==> src/rtl/rv_ctrl_pkg.sv <==
// RV32I control-unit shared definitions: opcodes, ALU/imm/result encodings,
// per-stage control words and stage-to-stage narrowing helpers.
package rv_ctrl_pkg;

   localparam logic [6:0] OP_LOAD   = 7'b0000011;
   localparam logic [6:0] OP_STORE  = 7'b0100011;
   localparam logic [6:0] OP_R      = 7'b0110011;
   localparam logic [6:0] OP_IALU   = 7'b0010011;
   localparam logic [6:0] OP_BRANCH = 7'b1100011;
   localparam logic [6:0] OP_JAL    = 7'b1101111;
   localparam logic [6:0] OP_JALR   = 7'b1100111;
   localparam logic [6:0] OP_LUI    = 7'b0110111;

   localparam int ALU_W = 4;
   localparam logic [ALU_W-1:0] ALU_ADD  = 4'd0;
   localparam logic [ALU_W-1:0] ALU_SUB  = 4'd1;
   localparam logic [ALU_W-1:0] ALU_AND  = 4'd2;
   localparam logic [ALU_W-1:0] ALU_OR   = 4'd3;
   localparam logic [ALU_W-1:0] ALU_XOR  = 4'd4;
   localparam logic [ALU_W-1:0] ALU_SLT  = 4'd5;
   localparam logic [ALU_W-1:0] ALU_SLTU = 4'd6;
   localparam logic [ALU_W-1:0] ALU_SLL  = 4'd7;
   localparam logic [ALU_W-1:0] ALU_SRL  = 4'd8;
   localparam logic [ALU_W-1:0] ALU_SRA  = 4'd9;

   localparam logic [2:0] IMM_I = 3'b000;
   localparam logic [2:0] IMM_S = 3'b001;
   localparam logic [2:0] IMM_B = 3'b010;
   localparam logic [2:0] IMM_J = 3'b011;
   localparam logic [2:0] IMM_U = 3'b100;

   localparam logic [1:0] RES_ALU = 2'b00;
   localparam logic [1:0] RES_MEM = 2'b01;
   localparam logic [1:0] RES_PC4 = 2'b10;
   localparam logic [1:0] RES_IMM = 2'b11;

   localparam logic [1:0] ALUOP_ADD = 2'b00;
   localparam logic [1:0] ALUOP_SUB = 2'b01;
   localparam logic [1:0] ALUOP_F3  = 2'b10;

   // Everything EX needs, plus the fields that ride on to MEM/WB.
   typedef struct packed {
      logic             reg_write;
      logic             alu_src;
      logic             mem_write;
      logic [1:0]       result_src;
      logic             branch;
      logic             jump;
      logic             jalr;
      logic [ALU_W-1:0] alu_ctrl;
      logic             illegal;
      logic [2:0]       funct3;
   } ex_ctrl_t;

   typedef struct packed {
      logic       reg_write;
      logic       mem_write;
      logic [1:0] result_src;
   } mem_ctrl_t;

   typedef struct packed {
      logic       reg_write;
      logic [1:0] result_src;
   } wb_ctrl_t;

   function automatic mem_ctrl_t ex_to_mem(input ex_ctrl_t c);
      return '{reg_write: c.reg_write, mem_write: c.mem_write, result_src: c.result_src};
   endfunction

   function automatic wb_ctrl_t mem_to_wb(input mem_ctrl_t c);
      return '{reg_write: c.reg_write, result_src: c.result_src};
   endfunction

endpackage

==> src/rtl/pipelined_control_unit_if.sv <==
// Handshake bundle between the datapath and the control unit.
interface pipelined_control_unit_if #(parameter int ALU_CTRL_W = 4);
   logic [6:0]            Op;
   logic [2:0]            funct3;
   logic [6:0]            funct7;
   logic                  FlushE;
   logic                  ZeroE;
   logic                  LtE;
   logic                  LtuE;
   logic [2:0]            ImmSrcD;
   logic                  IllegalD;
   logic [ALU_CTRL_W-1:0] ALUControlE;
   logic                  ALUSrcE;
   logic                  JalrE;
   logic                  PCSrcE;
   logic                  IllegalE;
   logic                  MemWriteM;
   logic                  RegWriteM;
   logic [1:0]            ResultSrcM;
   logic                  RegWriteW;
   logic [1:0]            ResultSrcW;

   modport master (
      output Op, funct3, funct7, FlushE, ZeroE, LtE, LtuE,
      input  ImmSrcD, IllegalD, ALUControlE, ALUSrcE, JalrE, PCSrcE, IllegalE,
             MemWriteM, RegWriteM, ResultSrcM, RegWriteW, ResultSrcW
   );

   modport slave (
      input  Op, funct3, funct7, FlushE, ZeroE, LtE, LtuE,
      output ImmSrcD, IllegalD, ALUControlE, ALUSrcE, JalrE, PCSrcE, IllegalE,
             MemWriteM, RegWriteM, ResultSrcM, RegWriteW, ResultSrcW
   );
endinterface

==> src/rtl/rv_ctrl_decode.sv <==
// ID-stage decode: opcode -> control word, funct3/funct7 -> ALU operation.
module rv_ctrl_decode
   import rv_ctrl_pkg::*;
(
   input  logic [6:0] op,
   input  logic [2:0] funct3,
   input  logic [6:0] funct7,
   output logic [2:0] imm_src,
   output ex_ctrl_t   ctrl
);

   logic [1:0] alu_op;
   logic       unused_f7;

   // only funct7[5] distinguishes SUB/SRA from ADD/SRL
   assign unused_f7 = ^{funct7[6], funct7[4:0]};

   // main decode then ALU decode; unknown opcodes become an illegal bubble
   always_comb begin
      ctrl    = '0;
      imm_src = IMM_I;
      alu_op  = ALUOP_ADD;
      case (op)
         OP_LOAD: begin
            ctrl.reg_write  = 1'b1;
            ctrl.alu_src    = 1'b1;
            ctrl.result_src = RES_MEM;
         end
         OP_STORE: begin
            imm_src        = IMM_S;
            ctrl.alu_src   = 1'b1;
            ctrl.mem_write = 1'b1;
         end
         OP_R: begin
            ctrl.reg_write  = 1'b1;
            ctrl.result_src = RES_ALU;
            alu_op          = ALUOP_F3;
         end
         OP_IALU: begin
            ctrl.reg_write = 1'b1;
            ctrl.alu_src   = 1'b1;
            alu_op         = ALUOP_F3;
         end
         OP_BRANCH: begin
            imm_src     = IMM_B;
            ctrl.branch = 1'b1;
            alu_op      = ALUOP_SUB;
         end
         OP_JAL: begin
            imm_src         = IMM_J;
            ctrl.reg_write  = 1'b1;
            ctrl.result_src = RES_PC4;
            ctrl.jump       = 1'b1;
         end
         OP_JALR: begin
            ctrl.reg_write  = 1'b1;
            ctrl.alu_src    = 1'b1;
            ctrl.result_src = RES_PC4;
            ctrl.jump       = 1'b1;
            ctrl.jalr       = 1'b1;
         end
         OP_LUI: begin
            imm_src         = IMM_U;
            ctrl.reg_write  = 1'b1;
            ctrl.alu_src    = 1'b1;
            ctrl.result_src = RES_IMM;
         end
         default: ctrl.illegal = 1'b1;
      endcase

      case (alu_op)
         ALUOP_ADD: ctrl.alu_ctrl = ALU_ADD;
         ALUOP_SUB: ctrl.alu_ctrl = ALU_SUB;
         default: begin
            case (funct3)
               3'b000:  ctrl.alu_ctrl = (op[5] & funct7[5]) ? ALU_SUB : ALU_ADD;
               3'b001:  ctrl.alu_ctrl = ALU_SLL;
               3'b010:  ctrl.alu_ctrl = ALU_SLT;
               3'b011:  ctrl.alu_ctrl = ALU_SLTU;
               3'b100:  ctrl.alu_ctrl = ALU_XOR;
               3'b101:  ctrl.alu_ctrl = funct7[5] ? ALU_SRA : ALU_SRL;
               3'b110:  ctrl.alu_ctrl = ALU_OR;
               default: ctrl.alu_ctrl = ALU_AND;
            endcase
         end
      endcase

      // an illegal slot stays an all-zero bubble apart from its flag
      ctrl.funct3 = ctrl.illegal ? 3'b000 : funct3;
   end

endmodule

==> src/rtl/pipelined_control_unit.sv <==
// RV32I control unit: ID decode, ID/EX, EX/MEM, MEM/WB control registers and
// EX-stage branch resolution. PIPELINED=0 bypasses all stage registers.
module pipelined_control_unit
   import rv_ctrl_pkg::*;
#(
   parameter int PIPELINED  = 1,
   parameter int ALU_CTRL_W = 4
) (
   input logic                     clk,
   input logic                     rst,
   pipelined_control_unit_if.slave bus
);

   ex_ctrl_t   dec_c;
   ex_ctrl_t   dec_slot;
   ex_ctrl_t   ex_c;
   mem_ctrl_t  mem_c;
   wb_ctrl_t   wb_c;
   logic [2:0] imm_src;
   logic       br_cond;

   rv_ctrl_decode u_dec (
      .op      (bus.Op),
      .funct3  (bus.funct3),
      .funct7  (bus.funct7),
      .imm_src (imm_src),
      .ctrl    (dec_c)
   );

   // a flushed slot enters EX as a bubble
   assign dec_slot = bus.FlushE ? '0 : dec_c;

   if (PIPELINED != 0) begin : g_pipe
      ex_ctrl_t  id_ex_q;
      mem_ctrl_t ex_mem_q;
      wb_ctrl_t  mem_wb_q;

      // stage registers; reset clears all three on the same edge
      always_ff @(posedge clk) begin
         if (rst) begin
            id_ex_q  <= '0;
            ex_mem_q <= '0;
            mem_wb_q <= '0;
         end else begin
            id_ex_q  <= dec_slot;
            ex_mem_q <= ex_to_mem(id_ex_q);
            mem_wb_q <= mem_to_wb(ex_mem_q);
         end
      end

      assign ex_c  = id_ex_q;
      assign mem_c = ex_mem_q;
      assign wb_c  = mem_wb_q;
   end else begin : g_comb
      logic unused_clk_rst;
      assign unused_clk_rst = clk ^ rst;
      assign ex_c  = dec_slot;
      assign mem_c = ex_to_mem(ex_c);
      assign wb_c  = mem_to_wb(mem_c);
   end

   // branch condition selected by the EX instruction's funct3
   always_comb begin
      br_cond = 1'b0;
      case (ex_c.funct3)
         3'b000:  br_cond = bus.ZeroE;
         3'b001:  br_cond = ~bus.ZeroE;
         3'b100:  br_cond = bus.LtE;
         3'b101:  br_cond = ~bus.LtE;
         3'b110:  br_cond = bus.LtuE;
         3'b111:  br_cond = ~bus.LtuE;
         default: br_cond = 1'b0;
      endcase
   end

   assign bus.ImmSrcD     = imm_src;
   assign bus.IllegalD    = dec_c.illegal;
   assign bus.ALUControlE = ALU_CTRL_W'(ex_c.alu_ctrl);
   assign bus.ALUSrcE     = ex_c.alu_src;
   assign bus.JalrE       = ex_c.jalr;
   assign bus.PCSrcE      = ex_c.jump | (ex_c.branch & br_cond);
   assign bus.IllegalE    = ex_c.illegal;
   assign bus.MemWriteM   = mem_c.mem_write;
   assign bus.RegWriteM   = mem_c.reg_write;
   assign bus.ResultSrcM  = mem_c.result_src;
   assign bus.RegWriteW   = wb_c.reg_write;
   assign bus.ResultSrcW  = wb_c.result_src;

endmodule

==> src/flat_wrapper.sv <==
// flat-port wrapper written by rule: the top's interface ports become plain ports
module pipelined_control_unit_flat import rv_ctrl_pkg::*;
#(
   parameter int PIPELINED  = 1,
   parameter int ALU_CTRL_W = 4
)
  (clk, rst, bus_Op, bus_funct3, bus_funct7, bus_FlushE, bus_ZeroE, bus_LtE, bus_LtuE, bus_ImmSrcD, bus_IllegalD, bus_ALUControlE, bus_ALUSrcE, bus_JalrE, bus_PCSrcE, bus_IllegalE, bus_MemWriteM, bus_RegWriteM, bus_ResultSrcM, bus_RegWriteW, bus_ResultSrcW);
  pipelined_control_unit_if #(.ALU_CTRL_W(ALU_CTRL_W)) bus_i ();
  input logic clk;
  input logic rst;
  input wire logic [$bits(bus_i.Op)-1:0] bus_Op;
  input wire logic [$bits(bus_i.funct3)-1:0] bus_funct3;
  input wire logic [$bits(bus_i.funct7)-1:0] bus_funct7;
  input wire logic [$bits(bus_i.FlushE)-1:0] bus_FlushE;
  input wire logic [$bits(bus_i.ZeroE)-1:0] bus_ZeroE;
  input wire logic [$bits(bus_i.LtE)-1:0] bus_LtE;
  input wire logic [$bits(bus_i.LtuE)-1:0] bus_LtuE;
  output wire logic [$bits(bus_i.ImmSrcD)-1:0] bus_ImmSrcD;
  output wire logic [$bits(bus_i.IllegalD)-1:0] bus_IllegalD;
  output wire logic [$bits(bus_i.ALUControlE)-1:0] bus_ALUControlE;
  output wire logic [$bits(bus_i.ALUSrcE)-1:0] bus_ALUSrcE;
  output wire logic [$bits(bus_i.JalrE)-1:0] bus_JalrE;
  output wire logic [$bits(bus_i.PCSrcE)-1:0] bus_PCSrcE;
  output wire logic [$bits(bus_i.IllegalE)-1:0] bus_IllegalE;
  output wire logic [$bits(bus_i.MemWriteM)-1:0] bus_MemWriteM;
  output wire logic [$bits(bus_i.RegWriteM)-1:0] bus_RegWriteM;
  output wire logic [$bits(bus_i.ResultSrcM)-1:0] bus_ResultSrcM;
  output wire logic [$bits(bus_i.RegWriteW)-1:0] bus_RegWriteW;
  output wire logic [$bits(bus_i.ResultSrcW)-1:0] bus_ResultSrcW;
  assign bus_i.Op = bus_Op;
  assign bus_i.funct3 = bus_funct3;
  assign bus_i.funct7 = bus_funct7;
  assign bus_i.FlushE = bus_FlushE;
  assign bus_i.ZeroE = bus_ZeroE;
  assign bus_i.LtE = bus_LtE;
  assign bus_i.LtuE = bus_LtuE;
  assign bus_ImmSrcD = bus_i.ImmSrcD;
  assign bus_IllegalD = bus_i.IllegalD;
  assign bus_ALUControlE = bus_i.ALUControlE;
  assign bus_ALUSrcE = bus_i.ALUSrcE;
  assign bus_JalrE = bus_i.JalrE;
  assign bus_PCSrcE = bus_i.PCSrcE;
  assign bus_IllegalE = bus_i.IllegalE;
  assign bus_MemWriteM = bus_i.MemWriteM;
  assign bus_RegWriteM = bus_i.RegWriteM;
  assign bus_ResultSrcM = bus_i.ResultSrcM;
  assign bus_RegWriteW = bus_i.RegWriteW;
  assign bus_ResultSrcW = bus_i.ResultSrcW;
  pipelined_control_unit #(.PIPELINED(PIPELINED), .ALU_CTRL_W(ALU_CTRL_W)) u_core (.clk(clk), .rst(rst), .bus(bus_i));
endmodule
==> config.mk <==
export PLATFORM = sky130hd
export DESIGN_NAME = pipelined_control_unit_flat
export DESIGN_NICKNAME = d
export VERILOG_FILES = /design/src/rtl/rv_ctrl_pkg.sv /design/src/rtl/pipelined_control_unit_if.sv /design/src/rtl/rv_ctrl_decode.sv /design/src/rtl/pipelined_control_unit.sv /design/src/flat_wrapper.sv
export SDC_FILE = /design/constraint.sdc
export NUM_CORES = 1
export LEC_CHECK = 0
export CORE_ASPECT_RATIO = 1.4
export CORE_MARGIN = 3
export CORE_UTILIZATION = 33
export CTS_CLUSTER_SIZE = 24
export DETAILED_ROUTE_END_ITERATION = 10
export DONT_BUFFER_PORTS = 1
export GPL_ROUTABILITY_DRIVEN = 0
export PLACE_DENSITY_LB_ADDON = 0.1
export SYNTH_ARGS = -nofsm -noshare
export SYNTH_HDL_FRONTEND = slang
export SYNTH_SLANG_ARGS = --single-unit
==> constraint.sdc <==
create_clock -name clk -period 2.8 [get_ports clk]
set_clock_uncertainty 0.2 [all_clocks]
set_input_delay 0.14 -clock clk [delete_from_list [all_inputs] [get_ports clk]]
set_output_delay 0.14 -clock clk [all_outputs]
set_load 0.02 [all_outputs]
==> flow_metrics.tcl, run 1 <==
set metrics [dict create \
    final.fill_count 294 \
    hold_viol_final 0 \
    timing.fmax_ghz 0.449 \
    top_layer "met4" \
    drv_slew 0 \
    htreeDepth 1 \
    cts_tree "yes" \
    fp.dieW_um 52.5 \
    grt_first_pass_wirelength_um 3310 \
    crit_path_max_incr_delay_ns 0.65 \
    drt-initial-drc-count 17 \
    status "finished, final reports clean" \
    drtPass1Iterations 4 \
    ys_top_cells_by_area "dfxtp_1 (46%), nor2_1 (4.5%), and2b_1 (3.8%)" \
    synthCells 103 \
    area_delta_synth_final_pct 19.1 \
    antenna_cells 0 \
    crit_chain "dlygate4sd3_1 > nand4bb_4 > or2_1 > nor4b_4 > dlygate4sd3_1" \
    cts_buffers 3 \
    period_share_pct 79.6 \
    io_buffers 0 \
    num-nets-final 138 \
    crit_slowest_cell "dlygate4sd3_1" \
    drt_wl_total_um 2100 \
    antenna_left 0 \
    num_io_pins 42 \
    reg2reg_slack_ns 1.95 \
    clk_pin_slew_ns 0.08 \
    avgViaCountPerCell 4.96 \
    insertion_delay_ns 0.26 \
    start_util_pct 34.7 \
    routedWlPerCell_um 13.9 \
    cp.arrival_ns 2.24 \
    yosys.area.top_type_share_pct 46.1 \
    yosysWarnings 0 \
    grt_pass1_vias 738 \
    vias 749 \
    static-leakage-power_nw 0.458 \
    clock_path_buffers 2 \
    drc 0 \
    grt_setup_unrepaired "no" \
    grt_start_max_net_pins 15 \
    antenna_found_initial 0 \
    setup_viol 0 \
    setup.worst_path.start_class "input pin" \
    hpwlAfterDp_um 1460 \
    cts_setup_buffers 0 \
    syn_nets 126 \
    end_kind "flip-flop" \
    place_area_um2 982 \
    fp.dieH_um 71.1 \
    root_buffer "clkbuf_8" \
    num_rows 23 \
    syn_area_um2 1000 \
    cp_max_fo 9 \
    powerDensity_nw_per_um2 497 \
    relSlewSlack_pct 37.9 \
    cp.required_ns 2.81 \
    setup_tns_ns 0 \
    die_area_um2 3740 \
    grt_overflow 0 \
    avgSynthCellArea_um2 9.71 \
    ys_seq_area_share_pct 46.1 \
    path_class "input pin to flip-flop" \
    post_synth_num_cell_types 32 \
    synth_area_leader_cell "dfxtp_1" \
    grtUsageTotal_pct 11.9 \
    hold_buffers 16 \
    ys_ff_latch 23 \
    drive_above_1_share_pct 8.77 \
    ir_drop_mv 0.176 \
    ctsResizeCount 0 \
    period_needed_ns 2.23 \
    tightest_slew_ns 0.924 \
    hold_class "input pin to flip-flop" \
    design_area_um2 1190 \
    clock-sinks 23 \
    wl_met2_um 1090 \
    cpMostUsedCell "dlygate4sd3_1" \
    max_cap_viol_count 0 \
    met1_length_um 806 \
    fp.coreArea_um2 2880 \
    dr_wl_met3_um 158 \
]
-- where the power goes --
part	internal [mW]	switching [mW]	leakage [nW]
logic	0.0279	0.0286	0.251
clock network	0.100	0.104	0.0217
registers	0.329	0.00253	0.186
-- cell families (layout without fill, tap and decap cells) --
group / Yosys count / after routing / synth area share (%)
compound gates: 16 / 16 / 11.3
xor+xnor: 4 / 4 / 3.50
buf+inv: 10 / 21 / 6.76
flops: 23 / 23 / 46.1
mux: 3 / 3 / 3.13
simple gates: 47 / 47 / 29.3
-- layer usage --
metal | track usage [%] | vias up
met5 | 0 | -
met4 | 7.10 | 0
met3 | 4.84 | 6
met2 | 19.5 | 36
met1 | 12.2 | 338
li1 | - | 369
-- state kept, by name, indices dropped and copies added (netlist names) --
signal,cells
u_core.bus.ALUControlE,4
u_core.bus.RegWriteW,1
u_core.bus.ALUSrcE,1
u_core.bus.MemWriteM,1
u_core.bus.ResultSrcW,2
u_core.bus.IllegalE,1
u_core.bus.JalrE,1
u_core.bus.ResultSrcM,2
u_core.bus.RegWriteM,1
u_core.ex_c,9
-- placed cells by master, fill, tap and decap left out --
cell            n
a2111oi_2       1
a211oi_1        1
a211oi_2        1
a21o_1          2
a21oi_1         7
and2_1          3
and2b_1         5
clkbuf_8        3
clkinvlp_4      1
dfxtp_1        23
dlygate4sd3_1  16
inv_1           1
mux2_2          1
mux2i_1         2
nand2_1         6
nand2b_1        2
nand3_1         4
nand4b_1        1
nand4bb_4       1
nor2_1         12
nor2b_1         3
nor3_1          4
nor3b_1         1
nor4_1          1
nor4b_4         1
o21ai_0         2
o2bb2ai_1       1
o31a_1          1
or2_1           1
or3_1           1
or3_4           1
xor2_1          4
-- synthesized netlist by cell type --
library cell / count
nor4b_4: 1
xor2_1: 4
a211oi_2: 1
nor4_1: 1
nand2_1: 6
nand3_1: 4
dfxtp_1: 23
inv_1: 1
a21oi_1: 7
or3_4: 1
mux2_2: 1
o21ai_0: 2
a211oi_1: 1
nor2b_1: 3
buf_2: 3
nor3_1: 4
o31a_1: 1
and2_1: 3
buf_6: 1
or3_1: 1
nand4b_1: 1
a2111oi_2: 1
a21o_1: 2
nand4bb_4: 1
nor3b_1: 1
o2bb2ai_1: 1
nor2_1: 12
or2_1: 1
mux2i_1: 2
nand2b_1: 2
buf_4: 5
and2b_1: 5
-- final cells by class --
cell class                 instances  area [um^2]  share of cell area, %
sequential                        23          460                   38.7
inverter                           1         3.75                  0.315
multi-input combinational         70          472                   39.6
clock buffer                       3         41.3                   3.47
clock inverter                     1         7.51                  0.630
timing repair buffer              16          160                   13.4
tap                               37         46.3                   3.89
-- per-stage QoR --
stage	cells	util, %	setup slack (ns)	hold WS [ns]	total power [mW]
after floorplan	103	-	1.15	0.0116	0.378
after global placement	131	34.1	1.26	0.0124	0.373
after detailed placement	131	34.1	1.27	0.0143	0.373
after CTS	151	41.4	0.565	0.00711	0.597
after global routing	151	41.4	0.483	0.0210	0.615
final	151	41.4	0.571	0.0102	0.592
-- final timing paths --
kind / from / endpoint / depth (start not counted)
worst min-delay path: bus_Op[4] / u_core.bus.ALUSrcE$_SDFF_PP0_ / 4
worst max register to register: u_core.bus.ResultSrcM[1]$_SDFF_PP0_ / u_core.bus.ResultSrcW[1]$_SDFF_PP0_ / 1
worst min register to register: u_core.ex_c[11]$_SDFF_PP0_ / u_core.bus.ResultSrcM[0]$_SDFF_PP0_ / 1
worst max-delay path: rst / u_core.ex_c[13]$_SDFF_PP0_ / 5
-- critical path: cells and delay by family --
kind                   cells  cell delay (ns)
buffers and inverters      2             1.21
and+or+nand+nor            3             0.89
Note: power is estimated with default switching activity, not from simulation.
==> run 2, diff against run 1 <==
- clock period: 2.8 -> 2.1 ns (I/O delays scaled with it)
==> flow_metrics.tcl, run 2 (synthesis gave the netlist of run 1 again) <==
set metrics [dict create \
    largest_reg_flops 9 \
    grtUsageTotal_pct 11.8 \
    tightest_slew_ns 0.622 \
    grt_overflow 0 \
    insertion_delay_ns 0.26 \
    setup_viol 0 \
    htreeDepth 1 \
    grt_first_pass_wirelength_um 3320 \
    reg2reg_slack_ns 1.25 \
    relSlewSlack_pct 58.2 \
    setup_tns_ns 0 \
    avgViaCountPerCell 4.92 \
    drt-initial-drc-count 23 \
    num_rows 23 \
    final_cell_mix "dfxtp_1 (23), nor2_1 (12), dlygate4sd3_1 (12)" \
    setup.worst_path.start_class "input pin" \
    period_needed_ns 1.99 \
    io_buffers 0 \
    num_io_pins 42 \
    cp.arrival_ns 1.69 \
    hold_viol_final 0 \
    fp.coreArea_um2 2880 \
    final.fill_count 285 \
    grt_setup_unrepaired "no" \
    clock_path_buffers 2 \
    crit_chain "dlygate4sd3_1 > nor2b_1 > nand2_1 > nor3_1" \
    area_delta_synth_final_pct 18.4 \
    powerDensity_nw_per_um2 667 \
    clk_pin_slew_ns 0.08 \
    hold_class "input pin to flip-flop" \
    clock-sinks 23 \
    hpwlAfterDp_um 1470 \
    cts_setup_buffers 0 \
    cts_buffers 3 \
    timing.fmax_ghz 0.501 \
    vias 733 \
    drt_wl_total_um 2050 \
    grt_pass1_vias 708 \
    cp_max_fo 6 \
    grt_start_max_net_pins 15 \
    die_area_um2 3740 \
    status "finished, final reports clean" \
    ir_drop_mv 0.240 \
    antenna_left 0 \
    routedWlPerCell_um 13.8 \
    antenna_cells 0 \
    timing.final.ws_setup_ns 0.106 \
    dp_worst_setup_slack_ns 0.626 \
    final_common_cell "dfxtp_1" \
    drv_slew 0 \
    fp.dieW_um 52.5 \
    max_cap_viol_count 0 \
    crit_slowest_cell "dlygate4sd3_1" \
    drc 0 \
    cts_tree "yes" \
    static-leakage-power_nw 0.452 \
    cp.required_ns 1.79 \
    crit_path_max_incr_delay_ns 0.69 \
    antenna_found_initial 0 \
    fp.dieH_um 71.1 \
    period_share_pct 95.0 \
    root_buffer "clkbuf_8" \
    path_class "input pin to output pin" \
    drive_above_1_share_pct 9.82 \
    drtPass1Iterations 4 \
    end_kind "output pin" \
    start_util_pct 34.7 \
    hold_ws_ns 0.000266 \
    num-nets-final 136 \
]
run 2: cell count changes in the layout (fill, tap and decap cells not counted):
| cell | before | now |
|---|---|---|
| dlygate4sd3_1 | 16 | 12 |
| a2111oi_2 | 1 | 0 |
| a2111oi_4 | 0 | 1 |
| buf_4 | 0 | 1 |
| dlymetal6s4s_1 | 0 | 1 |
run 2: path summary, 6_finish.rpt:
kind / startpoint / to / cells past startpoint
worst max-delay path: bus_Op[6] / bus_ImmSrcD[1] / 4
worst min-delay path: bus_funct7[5] / u_core.bus.ALUControlE[0]$_SDFF_PP0_ / 4
worst max register to register: u_core.bus.ResultSrcM[1]$_SDFF_PP0_ / u_core.bus.ResultSrcW[1]$_SDFF_PP0_ / 1
worst min register to register: u_core.ex_c[11]$_SDFF_PP0_ / u_core.bus.ResultSrcM[0]$_SDFF_PP0_ / 1
run 2: what timing repair did:
item / in CTS / in global routing
hold buffers: 13 / 0
endpoints found under the setup margin: 0 / 2
resized for setup: 0 / 2
endpoints found under the hold margin: 23 / 0
run 2: power breakdown:
part	total, mW	internal (mW)	leakage, nW	switching, mW
clock network	0.269	0.134	0.0217	0.136
registers	0.442	0.438	0.186	0.00336
logic	0.0790	0.0377	0.245	0.0412
total	0.790	0.610	0.452	0.180
run 2: layout make-up:
cell class	count	area, um^2	area share, %
clock buffer	3	41.3	3.49
clock inverter	1	7.51	0.634
inverter	1	3.75	0.317
multi-input combinational	70	484	40.9
sequential	23	460	38.9
tap	37	46.3	3.91
timing repair buffer	14	140	11.8
run 2: layer usage:
layer | track usage [%] | vias to the layer above | routed length [um]
li1 | - | 362 | -
met1 | 12.7 | 342 | 783
met2 | 19.3 | 25 | 1060
met3 | 4.84 | 4 | 175
met4 | 5.97 | 0 | 30
met5 | 0 | - | 0
run 2: stage by stage:
stage	instances	area (um^2)	total power, mW	utilization, %
final	149	1180	0.790	41.1
after global routing	149	1180	0.826	41.1
after CTS	149	1170	0.797	40.6
after floorplan	103	1000	0.504	-
after global placement	132	990	0.497	34.4
after detailed placement	132	990	0.498	34.4
run 2: critical path, delay by kind of cell:
family / cells / cell delay [ns]
simple gates: 3 / 0.90
buf+inv: 1 / 0.69
